<file path="src/rtl/nested_loop_counter_pkg.sv">
// nested_loop_counter_pkg: shared types for the nested loop index generator
package nested_loop_counter_pkg;
   typedef enum logic {IDLE = 1'b0, RUN = 1'b1} state_e;
endpackage

</file>
<file path="src/rtl/nested_loop_counter_stage.sv">
// loop_counter_stage: one odometer level, wraps to 0 at its inclusive maximum
module loop_counter_stage #(
   parameter int WIDTH = 8
) (
   input  logic             clk,
   input  logic             rst,
   input  logic             clear,
   input  logic             carry_in,
   input  logic [WIDTH-1:0] max,
   output logic [WIDTH-1:0] count,
   output logic             carry_out
);
   logic [WIDTH-1:0] count_q, count_d;
   logic             hit;
   assign hit       = count_q == max;
   assign carry_out = carry_in & hit;
   assign count     = count_q;
   always_comb count_d = clear ? '0 : carry_in ? (hit ? '0 : count_q + 1'b1) : count_q;
   always_ff @(posedge clk)
      if (rst) count_q <= '0;
      else     count_q <= count_d;
endmodule

</file>
<file path="src/rtl/nested_loop_counter.sv">
// nested_loop_counter: NUM_LOOPS-level odometer delivering index tuples on a
// valid/ready stream, with single-pass and continuous sweep modes.
module nested_loop_counter
   import nested_loop_counter_pkg::*;
#(
   parameter int NUM_LOOPS = 3,
   parameter int WIDTH     = 8
) (
   input  logic                       clk,
   input  logic                       rst,
   input  logic                       start,
   input  logic                       continuous,
   input  logic                       abort,
   input  logic [NUM_LOOPS*WIDTH-1:0] max_in,
   output logic [NUM_LOOPS*WIDTH-1:0] count,
   output logic                       count_valid,
   input  logic                       count_ready,
   output logic [NUM_LOOPS-1:0]       wrap,
   output logic                       last,
   output logic                       busy
);
   state_e                     state_q, state_d;
   logic [NUM_LOOPS*WIDTH-1:0] max_q, max_d, cnt;
   logic                       cont_q, cont_d;
   logic                       run, load, accept, clear;
   logic [NUM_LOOPS:0]         carry;
   logic [NUM_LOOPS-1:0]       hit, all_hit;
   assign run      = state_q == RUN;
   assign load     = !run && start && !abort;
   assign accept   = run && count_ready;
   assign clear    = load || abort;
   assign carry[0] = accept;
   assign max_d    = load ? max_in : max_q;
   assign cont_d   = load ? continuous : cont_q;
   // carry[] only moves on accepted beats; all_hit gives the wrap view even while stalled
   for (genvar i = 0; i < NUM_LOOPS; i++) begin : g_level
      loop_counter_stage #(.WIDTH(WIDTH)) u_stage (
         .clk      (clk),
         .rst      (rst),
         .clear    (clear),
         .carry_in (carry[i]),
         .max      (max_q[i*WIDTH +: WIDTH]),
         .count    (cnt[i*WIDTH +: WIDTH]),
         .carry_out(carry[i+1])
      );
      assign hit[i]     = cnt[i*WIDTH +: WIDTH] == max_q[i*WIDTH +: WIDTH];
      assign all_hit[i] = &hit[i:0];
   end
   always_ff @(posedge clk)
      if (rst) begin
         state_q <= IDLE;
         max_q   <= '0;
         cont_q  <= 1'b0;
      end else begin
         state_q <= state_d;
         max_q   <= max_d;
         cont_q  <= cont_d;
      end
   // a completed single-pass sweep has already wrapped every level back to 0
   always_comb
      state_d = run ? ((abort || (carry[NUM_LOOPS] && !cont_q)) ? IDLE : RUN)
                    : (load ? RUN : IDLE);
   always_comb begin
      count_valid = run;
      busy        = run;
      count       = run ? cnt : '0;
      wrap        = run ? all_hit : '0;
      last        = run && all_hit[NUM_LOOPS-1];
   end
endmodule

</file>
<file path="config.mk">
export PLATFORM = sky130hd
export DESIGN_NAME = nested_loop_counter
export DESIGN_NICKNAME = d
export VERILOG_FILES = /design/src/rtl/nested_loop_counter_pkg.sv /design/src/rtl/nested_loop_counter_stage.sv /design/src/rtl/nested_loop_counter.sv
export SDC_FILE = /design/constraint.sdc
export NUM_CORES = 1
export LEC_CHECK = 0
export ABC_AREA = 1
export ABC_CLOCK_PERIOD_IN_PS = 3800
export CAP_MARGIN = 20
export CORE_MARGIN = 1.5
export CORE_UTILIZATION = 38
export CTS_BUF_LIST = sky130_fd_sc_hd__clkbuf_2 sky130_fd_sc_hd__clkbuf_4 sky130_fd_sc_hd__clkbuf_8
export DETAILED_ROUTE_END_ITERATION = 8
export GPL_TIMING_DRIVEN = 0
export MAX_ROUTING_LAYER = met4
export PLACE_DENSITY_LB_ADDON = 0.25
export SKIP_CTS_REPAIR_TIMING = 1
export SLEW_MARGIN = 20
export SYNTH_ARGS = -nofsm -noshare
export SYNTH_HDL_FRONTEND = slang
export SYNTH_HIERARCHICAL = 1
export SYNTH_SLANG_ARGS = --single-unit
</file>
<file path="constraint.sdc">
create_clock -name clk -period 3.8 [get_ports clk]
set_clock_uncertainty 0.2 [all_clocks]
set_input_delay 0.76 -clock clk [delete_from_list [all_inputs] [get_ports clk]]
set_output_delay 0.76 -clock clk [all_outputs]
set_load 0.03 [all_outputs]
</file>
==> metrics.md <==
| Metric | Value |
|---|---|
| Min Tclk post-route | `3.47 ns` |
| #FFs+latches synth | `50` |
| Post-route cell area | `4010 µm²` |
| Slew headroom | `0.649` |
| Final Hold Viols | `0` |
| Die H | `94.5 µm` |
| Avg Vias per Cell | `4.49` |
| Overflow after GRT | `0` |
| Max-cap violations | `0` |
| # rows | `33` |
| Pins Over Slew Limit | `0` |
| Mapped cell area | `3180 µm²` |
| Worst EP required | `3.77 ns` |
| Syn_area_per_cell | `6.65 µm²` |
| CP Class | `in -> reg` |
| Count leader, synth | `nand2_1` |
| Synth Area in XOR/XNOR | `0.110` |
| Post-synthesis async set-or-reset flop share | `0` |
| Largest net degree at the start of global routing | `16` |
| Power per cell area | `279 nW/µm²` |
| Initial antenna violation count | `0` |
| First-pass GRT wire length | `12700 µm` |
| Post-synth top flop | `dfxtp_1` |
| WL per Instance | `11.7 µm` |
| Synth Area in Simple Gates | `0.351` |
| Vias in the first global route | `2680` |
| Startpoint Class | `input pin` |
| Largest family of logic cells by synthesized area | `simple AND/OR/NAND/NOR gates` |
| DR DRC count | `0` |
| I/O Buffers | `58` |
| Via Count | `2916` |
| Commonest cells in the netlist | `nand2_1, inv_1, nor2_1, dfxtp_1, xor2_1` |
| Root Driver | `clkbuf_8` |
| Number of diodes | `0` |
| Layout cells sized above 1 | `0.112` |
| Mux share of post-synthesis cell area | `0` |
| Synth top area cells | `dfxtp_1, nand2_1, inv_1` |
| Yosys Warn Count | `6` |
| CP arrival | `3.44 ns` |
| Total core area | `8180 µm²` |
| Max Fclk | `288 MHz` |
| Synth Area in Adders | `0.0118` |
| Post-synth EDFFs | `0` |
| TritonCTS clock tree | `built` |
| RSZ-0062 raised after global routing | `no` |
| Critical Path End Type | `flop` |
| Leading area contributor after synthesis | `dfxtp_1` |
| Setup violators final | `0` |
| HPWL Detailed | `5890 µm` |
| Die Area | `8930 µm²` |
| CTS Sinks | `50` |
| Io pins | `60` |
| Tcrit/Tclk final | `0.914` |
| Longest Clk Path Bufs | `2` |
| Starting Density | `0.389` |
| CP Max Fanout | `5` |
| Drt first pass iters | `5` |
| Reg clk slew, reported paths | `0.08 ns` |
| Synth-to-layout area growth | `26.0%` |
| Num CTS Buffers | `5` |
| Worst vdd ir | `0.159 mV` |
| Syn Inst Count | `478` |
| Routed Antenna Nets | `0` |
| Syn Nets | `511` |
| GRT Util Overall | `0.186` |
| Area post-placement | `3890 µm²` |
| Final hold slack | `0.280 ns` |
| Skew-Pair Late Insertion Delay | `0.31 ns` |
| Fraction of post-synthesis cell area in the top cell type by area | `0.315` |
| Fin nets | `576` |
| Worst hold path type | `reg -> reg` |
| RD Place Congestion | `0.897` |
| Final wirelength | `7610 µm` |
| 1st-iter DRT viols | `119` |
| Setup TNS | `0 ns` |
| Seq/Total Area, Yosys | `0.315` |
| P_leak | `1.76 nW` |
| Synth Area in Compound Gates | `0.0846` |
| Status | `complete, no violations` |
| Die W | `94.5 µm` |
| Flop2flop setup slack | `0.45 ns` |
| Worst-Margin Slew | `0.527 ns` |
| H-tree levels | `2` |
| Post-synth cell types | `26` |
[cells by family (layout without fill, tap and decap cells)]
group,count (synthesis),after routing
simple gates,256,256
buf+inv,97,163
flops,50,50
xor+xnor,40,40
compound gates,32,32
fa+ha+maj,3,3
[through the flow]
step / utilization / instances / total power, mW / setup slack, ns
after floorplan: - / 478 / 0.685 / 0.536
after global placement: 0.476 / 641 / 0.747 / -0.213
final: 0.490 / 649 / 1.12 / 0.328
after detailed placement: 0.476 / 641 / 0.749 / -0.277
after global routing: 0.490 / 649 / 1.17 / 0.0581
after CTS: 0.489 / 649 / 1.13 / 0.000714
[critical path, cell delays in order]
cell	delay, ns
clkdlybuf4s50_1	0.45
nand2_1	0.05
inv_1	0.18
inv_2	0.08
nor2_1	0.13
nand3_2	0.12
nor2_2	0.28
inv_2	0.09
nor2_1	0.15
nand3_2	0.14
nor2_2	0.31
inv_2	0.10
nor2_1	0.14
nand3_2	0.13
nor2_1	0.13
nand2_1	0.06
nand3_1	0.07
a21oi_1	0.06
[final cells by class]
class,instances,area [µm²]
Fill cell,828,4170
Multi-Input combinational cell,331,1780
Sequential cell,50,1000
Timing Repair Buffer,58,581
Inverter,82,313
Tap cell,105,131
Buffer,15,95.1
Clock buffer,5,68.8
Clock inverter,3,40.0
[flip-flops by register name, indices dropped and copies added, names as in the netlist]
| register | flops |
|---|---|
| busy | 1 |
| cont_q | 1 |
| g_level.u_stage/count | 24 |
| max_q | 24 |
[worst paths after layout]
kind / end / depth (start not counted) / startpoint
worst max-delay path: busy / 18 / count_ready
worst min-delay path: cont_q / 2 / cont_q
worst max register to register: busy / 19 / busy
worst min register to register: cont_q / 2 / cont_q
[per-layer routing]
layer / vias to the layer above / part of all wire / global-route usage
met3: 6 / 0.040 / 0.0290
met2: 55 / 0.48 / 0.314
met1: 1277 / 0.48 / 0.234
met5: - / 0 / -
li1: 1578 / - / -
met4: 0 / 0.0085 / 0.0410
[power by group]
part	internal (mW)	switching [mW]	leakage, nW
Sequential	0.539	0.0166	0.406
Combinational	0.0835	0.0983	1.30
Clock	0.194	0.185	0.0579
[cells in the final DEF, fill, tap and decap left out, types with 4 or more instances in the layout]
master / instances
nand4_1: 19
inv_2: 4
dfxtp_1: 50
a211oi_2: 9
nor2_1: 65
buf_2: 6
nand3_1: 8
a21oi_1: 17
nor2_2: 10
nand2_1: 139
clkbuf_8: 5
xnor2_1: 18
buf_4: 4
nand3_2: 7
xor2_1: 22
clkdlybuf4s50_1: 58
inv_1: 77
No activity file was read; power rests on OpenSTA's default activity.
